$ cat src/rtl/ifetch_buffer.sv
// Instruction fetch buffer: issues sequential ROM fetches, queues returned
// words with their byte addresses in a small prefetch FIFO, and hands them to
// decode through a valid/ready port. Redirects flush the FIFO and restart
// fetch; a misaligned redirect target parks the unit in HALT until an aligned
// redirect arrives.
module ifetch_buffer #(
  parameter logic [31:0] RESET_PC = 32'h0000_0000,
  parameter int          DEPTH    = 2
) (
  input  logic        i_CLK,
  input  logic        i_RSTn,
  output logic        o_INSTR_REQ,
  input  logic        i_INSTR_GNT,
  output logic [31:0] o_ADDR_INSTR,
  input  logic [31:0] i_RDATA_INSTR,
  output logic        o_VALID,
  input  logic        i_READY,
  output logic [31:0] o_INSTR,
  output logic [31:0] o_PC,
  input  logic        i_REDIRECT,
  input  logic [31:0] i_REDIRECT_PC,
  output logic        o_MISALIGN
);

  localparam int PTR_W = $clog2(DEPTH);
  localparam int CNT_W = PTR_W + 1;
  localparam logic [CNT_W-1:0] DEPTH_C = CNT_W'(DEPTH);

  typedef enum logic [1:0] {
    IDLE = 2'd0,
    RUN  = 2'd1,
    HALT = 2'd2
  } state_t;

  state_t             state;
  state_t             state_nxt;
  logic [31:0]        fetch_pc;
  logic [PTR_W-1:0]   rd_ptr;
  logic [PTR_W-1:0]   wr_ptr;
  logic [CNT_W-1:0]   count;
  logic [31:0]        instr_mem [DEPTH];
  logic [31:0]        pc_mem    [DEPTH];
  logic               req;
  logic               vld;
  logic               halted;
  logic               push;
  logic               pop;
  logic               redir_misaligned;

  assign redir_misaligned = |i_REDIRECT_PC[1:0];

  // State register: synchronous active-low reset returns to IDLE
  always_ff @(posedge i_CLK) begin
    if (!i_RSTn) state <= IDLE;
    else         state <= state_nxt;
  end

  // Next-state logic: one IDLE cycle, then RUN; misaligned redirect parks in HALT
  always_comb begin
    state_nxt = state;
    case (state)
      IDLE:    state_nxt = RUN;
      RUN:     if (i_REDIRECT && redir_misaligned)  state_nxt = HALT;
      HALT:    if (i_REDIRECT && !redir_misaligned) state_nxt = RUN;
      default: state_nxt = IDLE;
    endcase
  end

  // Output decode: handshakes are suppressed while reset is asserted so that
  // grants/readies ignored by the control logic are never advertised as taken
  always_comb begin
    req    = i_RSTn && (state == RUN) && (count < DEPTH_C) && !i_REDIRECT;
    vld    = i_RSTn && (count != '0) && (state != HALT);
    halted = i_RSTn && (state == HALT);
  end

  // A push already excludes redirect via req; pops are blocked by redirect priority
  assign push = req && i_INSTR_GNT;
  assign pop  = vld && i_READY && !i_REDIRECT;

  // Fetch PC, pointers and occupancy; redirect wins over push and pop
  always_ff @(posedge i_CLK) begin
    if (!i_RSTn) begin
      fetch_pc <= RESET_PC;
      rd_ptr   <= '0;
      wr_ptr   <= '0;
      count    <= '0;
    end else if (i_REDIRECT) begin
      fetch_pc <= {i_REDIRECT_PC[31:2], 2'b00};
      rd_ptr   <= '0;
      wr_ptr   <= '0;
      count    <= '0;
    end else begin
      if (push) begin
        fetch_pc <= fetch_pc + 32'd4;
        wr_ptr   <= wr_ptr + PTR_W'(1);
      end
      if (pop) begin
        rd_ptr <= rd_ptr + PTR_W'(1);
      end
      case ({push, pop})
        2'b10:   count <= count + CNT_W'(1);
        2'b01:   count <= count - CNT_W'(1);
        default: count <= count;
      endcase
    end
  end

  // FIFO storage: data only, never reset
  always_ff @(posedge i_CLK) begin
    if (push) begin
      instr_mem[wr_ptr] <= i_RDATA_INSTR;
      pc_mem[wr_ptr]    <= fetch_pc;
    end
  end

  assign o_INSTR_REQ  = req;
  assign o_ADDR_INSTR = i_RSTn ? fetch_pc : RESET_PC;
  assign o_VALID      = vld;
  assign o_INSTR      = instr_mem[rd_ptr];
  assign o_PC         = pc_mem[rd_ptr];
  assign o_MISALIGN   = halted;

endmodule

$ cat config.mk
export PLATFORM = sky130hd
export DESIGN_NAME = ifetch_buffer
export DESIGN_NICKNAME = d
export VERILOG_FILES = /design/src/rtl/ifetch_buffer.sv
export SDC_FILE = /design/constraint.sdc
export NUM_CORES = 1
export LEC_CHECK = 0
export ABC_AREA = 1
export BUFFER_PORTS_ARGS = -buffer_cell sky130_fd_sc_hd__buf_2
export CORE_ASPECT_RATIO = 1.2
export CORE_MARGIN = 1.5
export CORE_UTILIZATION = 32
export CTS_CLUSTER_DIAMETER = 60
export CTS_CLUSTER_SIZE = 25
export DETAILED_ROUTE_END_ITERATION = 8
export PLACE_DENSITY = 0.63
export SYNTH_ARGS = -nofsm -noshare
export SYNTH_HDL_FRONTEND = slang
export SYNTH_SLANG_ARGS = --single-unit
$ cat constraint.sdc
create_clock -name i_CLK -period 3.8 [get_ports i_CLK]
set_clock_uncertainty 0.1 [all_clocks]
set_input_delay 0 -clock i_CLK [delete_from_list [all_inputs] [get_ports i_CLK]]
set_output_delay 0 -clock i_CLK [all_outputs]
set_load 0.005 [all_outputs]
==> implementation parameters, run 1 <==
Parameter                              Value

Status
  Result of the run    complete, but fails checks
  Violated checks    design-rule violations

Power
  Combinational Power Share    0.064
  Max VDD drop    ~0.25 mV
  Static Leakage    between 0.003 and 0.004 µW
  Clock share of power    0.446
  Switching share of total power    0.213
  Total power density per cell area    ~420 mW/mm²
  Part of the total power dissipated in sequential elements    0.491
  Switching power of the nets    approximately 860 µW
  Internal power    between 3000 and 4000 µW

Routing
  Number of iterations in the first detailed-routing pass    7
  Routed vias    5,328
  Residual antenna-violating net count after detailed routing    0
  Post-detailed-route DRC marker count    14
  Total met3 wirelength after detailed routing    about 890 µm
  Topmost layer with routed signal wires    met4
  WL per Instance    14.7 µm
  Drt total wl    17.3 mm
  Number of violations reported at the end of detailed-routing iteration 0    389
  Post-route met1 wirelength    roughly 7.6 mm
  Mean number of vias per cell    4.53
  Met2 Routed Length    8.57 mm

Critical path
  Worst EP arrival    ~2800 ps
  Slowest stage cell on the critical path    sky130_fd_sc_hd__dlygate4sd3_1
  Series of cell instances along the critical path    dlygate4sd3_1, buf_2, buf_4, inv_2, a211oi_2, nand2_1, nor2_1, ha_1, a21oi_1, o21ai_0, xor2_1, nor2_1
  WS Path Type    input port to register
  Crit path max fanout    26
  Worst Setup Start Kind    input port
  CP endpoint kind    register
  Stage delay of the slowest cell on the critical path    520 ps
  Required time of the critical path    4050 ps
  Most common cell type on the critical path    sky130_fd_sc_hd__nor2_1

Timing
  Final cycle utilization of the critical path    0.679
  Highest Clock Rate    0.388 GHz
  Min Hold Slack    44.6 ps
  Headroom to the max-slew limit    0.382
  Unrepaired setup endpoints after global routing    no
  Pin slew with the least headroom to its limit    ~930 ps
  Hold Violations, Final    0
  Final setup fails    0
  Total negative slack    0 ps
  Final critical-path required period    roughly 2600 ps
  Count of final max-slew check failures    0

Synth
  Ys async rst share    0
  Top cells by instance count after synthesis    152 x sky130_fd_sc_hd__nand2_1, 124 x sky130_fd_sc_hd__edfxtp_1, 83 x sky130_fd_sc_hd__inv_1, 62 x sky130_fd_sc_hd__mux2_2, 39 x sky130_fd_sc_hd__nor2_1
  Number of synthesized flops with an enable pin    124
  Ys Warns    0
  Number of different library cells in the post-synthesis netlist    32
  Post-synthesis average cell area    about 11 µm²
  Post-Syn Instances    658
  Dominant synthesized flop cell    sky130_fd_sc_hd__edfxtp_1
  Library cell with the largest summed area after synthesis    sky130_fd_sc_hd__edfxtp_1
  Seq cells post-synth    161
  Top cells by area in the synthesized netlist    sky130_fd_sc_hd__edfxtp_1 52%, sky130_fd_sc_hd__dfxtp_1 10%, sky130_fd_sc_hd__mux2_2 9.8%, sky130_fd_sc_hd__nand2_1 8.0%, sky130_fd_sc_hd__inv_1 4.4%
  Portion of the post-synthesis area used by sequential elements    0.625
  Most instantiated library cell after synthesis    sky130_fd_sc_hd__nand2_1
  Area share of the leading cell type in the synthesized netlist    0.521
  Synthesized area    between 0.007 and 0.008 mm²

Finish
  Proportion of layout cells with a drive suffix above 1    0.313
  Net count reported at finish    959
  Antenna cells    0
  Post-synthesis to final-layout area growth    33.4%
  Post-route design area    approximately 0.0095 mm²
  Non-filler instance count after layout    1,175

Placed design
  # placed instances    1,077
  Placed Instance Area    0.00826 mm²
  Routability Congestion    ~0.86
  IO Port Bufs    163
  HPWL after detailed placement    11.3 mm

Clocking
  Clock latency at the later pin of the worst-skew pair    420 ps
  Number of buffers on the longest clock path    2
  Count of cells resized by post-cts repair    0
  Clock Tree Root    sky130_fd_sc_hd__clkbuf_16
  Clock tree from TritonCTS    built
  Cts bufs inserted    17
  Clock-pin slew reported for the worst setup and hold paths after clock tree synthesis    60 ps
  Total clock sinks    around 160
  Number of H-tree levels    4

Global route
  Global-route total usage across every layer    0.153
  First-pass GRT wire length    approximately 28 mm
  Final global-route overflow total    0
  Vias in the first global route    5,279
  Antenna violations before repair    0
  Maximum number of pins on one net before global-route repair    63

Floorplanning
  Die outline area    approximately 0.023 mm²
  Starting utilization of the core area    0.328
  Placeable Area    0.0218 mm²
  Site row count    59
  Top Ports    about 170
  Width of the die    139 µm
  Die height    167 µm

Job
  Maximum Capacitance Violations    0

Min path
  Worst hold path type    input port to register
[cells in the final DEF (no fill, tap or decap), drive strengths merged]
cell | synthesis | routed
buf | 16 | 167
nand2 | 156 | 156
edfxtp | 124 | 124
inv | 86 | 88
dlygate4sd3 | 0 | 66
mux2 | 62 | 62
nor2 | 48 | 48
dfxtp | 37 | 37
nand3 | 34 | 34
a21oi | 27 | 27
o21ai | 25 | 25
clkbuf | 9 | 20
xor2 | 8 | 8
a31oi | 6 | 6
clkinv | 0 | 5
nor3 | 4 | 4
conb | 1 | 4
bufinv | 0 | 4
nand4 | 3 | 3
nand3b | 3 | 3
o211ai | 2 | 2
ha | 2 | 2
a211oi | 1 | 1
or2 | 1 | 1
and2 | 1 | 1
xnor2 | 1 | 1
o221ai | 1 | 1
clkinvlp | 0 | 1
[metal layers]
layer	up-vias	GRT usage
li1	2658	-
met1	2512	0.191
met2	148	0.266
met3	10	0.0345
met4	0	0.0402
met5	-	0
[path summary, 6_finish.rpt]
| path | startpoint | end | slack, ps | depth (start not counted) |
|---|---|---|---|---|
| setup / recovery | i_RSTn | count[1] | 1220 | 12 |
| hold / removal | i_INSTR_GNT | wr_ptr | 40 | 3 |
| hold reg to reg | rd_ptr | register | 370 | 2 |
| setup reg to reg | state[1] | fetch_pc[14] | 1560 | 10 |
[flip-flops by register name, summed over array words and instances, names as in the netlist, named ones only]
name and cells:
instr_mem 64, pc_mem 60, fetch_pc 30, count 2, state 2, rd_ptr 1, wr_ptr 1
[final cells by class]
class | instances | area, µm²
fill | 2108 | 12200
tap | 274 | 343
inverter | 86 | 323
timing repair buffer | 233 | 1520
clock buffer | 20 | 437
clock inverter | 12 | 181
multi-input combinational | 389 | 2260
sequential | 161 | 4470
[worst max-delay path, delay by kind of cell]
kind            cells  cell delay [ps]
compound gates      3              520
xor+xnor            1              150
fa+ha+maj           1              270
buf+inv             4             1510
simple gates        3              360
[cells by family after synthesis]
group                    Yosys count  synth area share
adder cells (fa/ha/maj)            2           0.00350
multiplexers                      62            0.0977
buffers and inverters            111            0.0623
AO/OA/AOI/OAI                     62            0.0467
flip-flops                       161             0.625
XOR/XNOR                           9            0.0110
other                              1          0.000525
AND/OR/NAND/NOR                  250             0.154
[metrics by stage]
stage	utilization	setup slack (ps)	power, µW
2_1_floorplan	-	-202	2110
3_3_place_gp	0.379	1250	2210
3_5_place_dp	0.379	1200	2220
4_1_cts	0.438	1220	4080
5_1_grt	0.438	923	4180
6_report	0.438	1220	4020
[power groups by stage]
stage	Sequential [µW]	Combinational, µW	Clock, µW
6_report	1970	256	1790
3_5_place_dp	2010	205	0
4_1_cts	1980	259	1850
5_1_grt	1980	288	1910
3_3_place_gp	2010	203	0
2_1_floorplan	2000	115	0
[timing repair]
action | CTS | global route
buffers inserted | 0 | 0
endpoints found under the setup margin | 0 | 0
hold endpoints to repair | 99 | 0
hold buffers | 66 | 0
No activity file was read; power rests on OpenSTA's default activity.
==> run 2, diff against run 1 <==
- clock period: 3.8 -> 2.3 ns (I/O delays scaled with it)
==> implementation parameters, run 2 (synthesized netlist as in run 1, its figures left out) <==
Parameter                              Value

Critical path
  Stage delay of the slowest cell on the critical path    580 ps (+60 ps)
  CP endpoint kind    register
  WS Path Type    register to register
  Series of cell instances along the critical path    inv_1, a211oi_2, nand2_1, dlygate4sd3_1, a21oi_1, dlygate4sd3_1
  Family with the most delay on the worst path    buffers and inverters
  Most common cell type on the critical path    sky130_fd_sc_hd__dlygate4sd3_1
  Worst EP arrival    2450 ps (-380 ps)
  Slowest stage cell on the critical path    sky130_fd_sc_hd__dlygate4sd3_1
  Crit path max fanout    3 (-88%)
  Worst Setup Start Kind    register
  Crit path buffers/inverters    3 (-1)
  Required time of the critical path    2560 ps (-1490 ps)

Routing
  Post-detailed-route DRC marker count    15 (+1)
  Number of violations reported at the end of detailed-routing iteration 0    318 (-18%)
  Number of iterations in the first detailed-routing pass    6 (-1)
  Mean number of vias per cell    4.49 (-0.95%)
  Routed vias    5,367 (+0.73%)
  WL per Instance    14.6 µm (-0.64%)
  Drt total wl    17.4 mm (+1.1%)
  Residual antenna-violating net count after detailed routing    0 (unchanged)

Placed design
  HPWL after detailed placement    11.5 mm (+1.3%)
  Placement-stage worst setup slack    398 ps (-798 ps)
  Routability Congestion    0.824 (-3.8%)
  # placed instances    1,085 (+0.74%)
  IO Port Bufs    163 (unchanged)
  Placed Instance Area    0.00834 mm² (+1.0%)

Power
  Max VDD drop    0.445 mV (+75%)
  Total power density per cell area    675 mW/mm² (+60%)
  Power, Total    6560 µW (+63%)
  Static Leakage    0.00401 µW (+2.2%)

Finish
  Antenna cells    0 (unchanged)
  Net count reported at finish    979 (+2.1%)
  Post-synthesis to final-layout area growth    36.1%
  Top Registers    instr_mem (64), pc_mem (60), fetch_pc (30)
  Post-route design area    0.00973 mm² (+2.0%)
  Proportion of layout cells with a drive suffix above 1    0.320 (+0.00732)
  Most common cell after layout, fill and taps aside    sky130_fd_sc_hd__buf_2
  Most flops, register    instr_mem
  Flip-flop count of the largest register, all copies and words added    64 (unchanged)
  Non-filler instance count after layout    1,195 (+1.7%)
  Commonest non-fill, non-tap cells in the layout    163 x sky130_fd_sc_hd__buf_2, 152 x sky130_fd_sc_hd__nand2_1, 124 x sky130_fd_sc_hd__edfxtp_1

Clocking
  Clock tree from TritonCTS    built
  Cts bufs inserted    17 (unchanged)
  Number of buffers on the longest clock path    2 (unchanged)
  Clock latency at the later pin of the worst-skew pair    410 ps (about the same)
  Total clock sinks    161 (unchanged)
  Clock Tree Root    sky130_fd_sc_hd__clkbuf_16
  Clock-pin slew reported for the worst setup and hold paths after clock tree synthesis    70 ps (about the same)
  Number of H-tree levels    4 (unchanged)

Status
  Violated checks    design-rule violations
  Result of the run    complete, but fails checks

Floorplanning
  Width of the die    139 µm (unchanged)
  Die outline area    0.0232 mm² (unchanged)
  Placeable Area    0.0218 mm² (unchanged)
  Starting utilization of the core area    0.328 (unchanged)
  Die height    167 µm (unchanged)
  Site row count    59 (unchanged)
  Top Ports    168 (unchanged)

Global route
  Antenna violations before repair    0 (unchanged)
  Global-route total usage across every layer    0.151 (-0.00133)
  Vias in the first global route    5,360 (+1.5%)
  Final global-route overflow total    0 (unchanged)
  Maximum number of pins on one net before global-route repair    63 (unchanged)
  First-pass GRT wire length    27.1 mm (-1.7%)

Timing
  Hold Violations, Final    0 (unchanged)
  Final setup fails    0 (unchanged)
  Fin worst setup slack    107 ps (-1110 ps)
  Highest Clock Rate    0.456 GHz
  Final cycle utilization of the critical path    0.953
  Count of final max-slew check failures    0 (unchanged)
  Unrepaired setup endpoints after global routing    no
  Final critical-path required period    2190 ps

Job
  Maximum Capacitance Violations    0 (unchanged)

Min path
  Worst hold path type    input port to register
==> run 2: changes by cell type in the layout (fill, tap and decap cells not counted), moves of 2 or more <==
| cell | delta |
|---|---|
| sky130_fd_sc_hd__buf_12 | +2 |
| sky130_fd_sc_hd__dfxtp_2 | +5 |
| sky130_fd_sc_hd__dlygate4sd3_1 | +11 |
| sky130_fd_sc_hd__clkinv_1 | +3 |
| sky130_fd_sc_hd__dfxtp_1 | -5 |
| sky130_fd_sc_hd__buf_4 | +7 |
| sky130_fd_sc_hd__clkbuf_1 | -2 |
==> run 2: final timing paths <==
path	start	end	slack [ps]	depth (start not counted)
worst max-delay path	count[1]	rd_ptr	110	6
worst min-delay path	i_RDATA_INSTR[5]	instr_mem[1][5]	210	2
worst max register to register	count[1]	rd_ptr	110	6
worst min register to register	rd_ptr	register	380	2
==> run 2: power breakdown <==
part           switching [µW]  leakage (µW)  internal [µW]
Clock                    1140      0.000285           1710
Combinational             217       0.00229            234
Sequential               72.3       0.00144           3190
==> run 2: cell type report <==
type / instances / area [µm²]
inverter: 86 / 323
tap: 274 / 343
timing repair buffer: 253 / 1720
fill: 2054 / 12100
sequential: 161 / 4470
multi-input combinational: 389 / 2270
clock inverter: 14 / 164
clock buffer: 18 / 429
==> run 2: timing repair <==
item                                    4_1_cts  5_1_grt
buffers inserted                              0        1
hold endpoints to repair                    101        0
endpoints found under the setup margin        0        2
gates resized for setup                       0        6
hold buffers                                 77        0
==> run 2: through the flow <==
| step | utilization | TNS [ps] | hold WS [ps] |
|---|---|---|---|
| finish | 0.447 | 0 | 208 |
| global route | 0.447 | 0 | 189 |
| CTS | 0.446 | 0 | 189 |
| global placement | 0.383 | 0 | 90.4 |
| detailed placement | 0.383 | 0 | 91.5 |
| floorplan | - | -81940 | -1.13 |
==> run 2: metal layers <==
metal,up-vias,wire [µm],track usage
met4,0,263,0.0504
met5,-,0,0
met3,19,849,0.0334
li1,2701,-,-
met1,2522,7580,0.177
met2,125,8740,0.274
==> run 3, diff against run 2 <==
- PLACE_DENSITY: 0.63 -> 0.53
==> implementation parameters, run 3 (synthesized netlist as in run 1, its figures left out) <==
Parameter                              Value

Status
  Result of the run    complete, but fails checks
  Violated checks    design-rule violations

Finish
  Proportion of layout cells with a drive suffix above 1    0.315 (-0.00549)
  Top Registers    instr_mem (64), pc_mem (60), fetch_pc (30)
  Flip-flop count of the largest register, all copies and words added    64 (unchanged)
  Most flops, register    instr_mem
  Area of the multi-input gates    0.00227 mm² (unchanged)
  Non-filler instance count after layout    1,192 (-0.25%)
  Antenna cells    0 (unchanged)
  Post-Route Utilization    0.446 (-0.000460)
  Post-synthesis to final-layout area growth    35.9%
  Net count reported at finish    979 (unchanged)
  Fill count    2,076 (+1.1%)
  Most common cell after layout, fill and taps aside    sky130_fd_sc_hd__buf_2
  FF+latch area    0.00447 mm² (-0.14%)
  Commonest non-fill, non-tap cells in the layout    163 x sky130_fd_sc_hd__buf_2, 152 x sky130_fd_sc_hd__nand2_1, 124 x sky130_fd_sc_hd__edfxtp_1

Critical path
  Reg-to-reg startpoint    count[0]
  Worst Setup Start Kind    register
  Crit path max fanout    3 (unchanged)
  Stage delay of the slowest cell on the critical path    590 ps (about the same)
  Worst R2R Setup Slack    90 ps (-20 ps)
  Family with the most delay on the worst path    buffers and inverters
  WS Path Type    register to register
  Series of cell instances along the critical path    inv_1, a211oi_2, nand2_1, dlygate4sd3_1, a21oi_1, dlygate4sd3_1
  Required time of the critical path    2570 ps (about the same)
  R2r worst-path depth    6 (unchanged)
  FF-to-FF End    rd_ptr
  Slowest stage cell on the critical path    sky130_fd_sc_hd__dlygate4sd3_1
  CP endpoint kind    register
  Crit path buffers/inverters    3 (unchanged)
  Most common cell type on the critical path    sky130_fd_sc_hd__dlygate4sd3_1
  Worst EP arrival    2480 ps (+30 ps)

Floorplanning
  Top Ports    168 (unchanged)
  Die outline area    0.0232 mm² (unchanged)
  Starting utilization of the core area    0.328 (unchanged)
  Site row count    59 (unchanged)
  Die height    167 µm (unchanged)
  Width of the die    139 µm (unchanged)
  Placeable Area    0.0218 mm² (unchanged)

Clocking
  Total clock sinks    161 (unchanged)
  Cts bufs inserted    17 (unchanged)
  Clock-pin slew reported for the worst setup and hold paths after clock tree synthesis    60 ps (about the same)
  Clock tree from TritonCTS    built
  Number of H-tree levels    4 (unchanged)
  Number of buffers on the longest clock path    2 (unchanged)
  Clock latency at the later pin of the worst-skew pair    420 ps (about the same)
  Clock Tree Root    sky130_fd_sc_hd__clkbuf_16

Timing
  Final setup fails    0 (unchanged)
  Final critical-path required period    2210 ps (+17.2 ps)
  Final cycle utilization of the critical path    0.961 (+0.00746)
  Hold Violations, Final    0 (unchanged)
  Count of final max-slew check failures    0 (unchanged)
  Min Hold Slack    210 ps (+2.46 ps)
  Highest Clock Rate    0.452 GHz (-0.78%)
  Unrepaired setup endpoints after global routing    no

Min path
  Worst hold path type    input port to register
  Sink of the worst hold path    instr_mem[1][17]
  Hold Crit Depth    2 (unchanged)
  Hold path start    i_RDATA_INSTR[17]

Placed design
  Routability Congestion    0.810 (-1.6%)
  HPWL after detailed placement    11.8 mm (+2.8%)
  # placed instances    1,086 (+0.092%)
  IO Port Bufs    163 (unchanged)

Global route
  Global-route total usage across every layer    0.157 (+0.00575)
  Vias in the first global route    5,383 (+0.43%)
  First-pass GRT wire length    27.9 mm (+3.0%)
  Final global-route overflow total    0 (unchanged)
  Antenna violations before repair    0 (unchanged)
  Maximum number of pins on one net before global-route repair    63 (unchanged)

Routing
  Number of iterations in the first detailed-routing pass    6 (unchanged)
  Residual antenna-violating net count after detailed routing    0 (unchanged)
  Mean number of vias per cell    4.52 (+0.61%)
  Routed vias    5,386 (+0.35%)
  WL per Instance    15.0 µm (+3.0%)
  Number of violations reported at the end of detailed-routing iteration 0    334 (+5.0%)
  Post-detailed-route DRC marker count    13 (-2)
  Drt total wl    17.9 mm (+2.7%)

Power
  Max VDD drop    0.482 mV (+8.4%)
  Total power density per cell area    679 mW/mm² (+0.72%)
  Power, Total    6600 µW (+0.61%)
  Static Leakage    0.00400 µW (-0.19%)

Job
  Maximum Capacitance Violations    0 (unchanged)
-- run 3: changes by cell type in the layout (fill, tap and decap cells not counted), moves of 2 or more --
cell / delta
sky130_fd_sc_hd__clkinvlp_2: +2
sky130_fd_sc_hd__clkinv_4: -2
sky130_fd_sc_hd__clkinv_1: -2
sky130_fd_sc_hd__dfxtp_1: +5
sky130_fd_sc_hd__clkinv_2: -2
sky130_fd_sc_hd__dfxtp_2: -5
-- run 3: through the flow --
step / TNS (ps) / area (µm²) / setup WS, ps
after detailed placement: 0 / 8350 / 382
final: 0 / 9720 / 89.9
after global routing: 0 / 9720 / 12.9
after CTS: 0 / 9690 / 85.9
after global placement: 0 / 8350 / 402
after floorplan: -81940 / 7160 / -661
-- run 3: timing repair --
action | in CTS | in global routing
buffers inserted | 0 | 1
hold buffers | 75 | 1
endpoints found under the hold margin | 101 | 1
setup endpoints to repair | 0 | 2
resized for setup | 0 | 1
-- run 3: layout make-up --
type                    instances  area share
repair buffers                253       0.177
flip-flops and latches        161       0.460
clock inverters                10      0.0164
clock buffers                  19      0.0446
multi-input cells             389       0.234
well taps                     274      0.0353
inverters                      86      0.0332
-- run 3: how the worst max path moves through the flow --
| stage | from | end | slack, ps | cells past startpoint |
|---|---|---|---|---|
| detailed placement | fetch_pc[3] | fetch_pc[28] | 380 | 10 |
| global placement | fetch_pc[3] | fetch_pc[28] | 400 | 10 |
| finish | count[0] | rd_ptr | 90 | 6 |
| floorplan | state[1] | instr_mem[1][0] | -660 | 6 |
| CTS | count[0] | rd_ptr | 90 | 6 |
| global route | count[0] | rd_ptr | 10 | 6 |
-- run 3: power breakdown --
| group | switching, µW | internal, µW |
|---|---|---|
| registers | 72.8 | 3190 |
| logic | 217 | 232 |
| clock network | 1090 | 1800 |
| total | 1380 | 5220 |
-- run 3: routing by layer --
metal / track usage / routed length (µm) / vias to the layer above / share of wire
li1: - / - / 2702 / -
met1: 0.182 / 7630 / 2543 / 0.43
met2: 0.290 / 9260 / 128 / 0.52
met3: 0.0359 / 841 / 13 / 0.047
met4: 0.0426 / 178 / 0 / 0.0099
met5: 0 / 0 / - / 0
-- run 3: worst reg2reg max path, stage by stage (launching register included) --
cell and delay (ps):
sky130_fd_sc_hd__dfxtp_1 360, sky130_fd_sc_hd__inv_1 80, sky130_fd_sc_hd__a211oi_2 240, sky130_fd_sc_hd__nand2_1 110
sky130_fd_sc_hd__dlygate4sd3_1 590, sky130_fd_sc_hd__a21oi_1 140, sky130_fd_sc_hd__dlygate4sd3_1 550
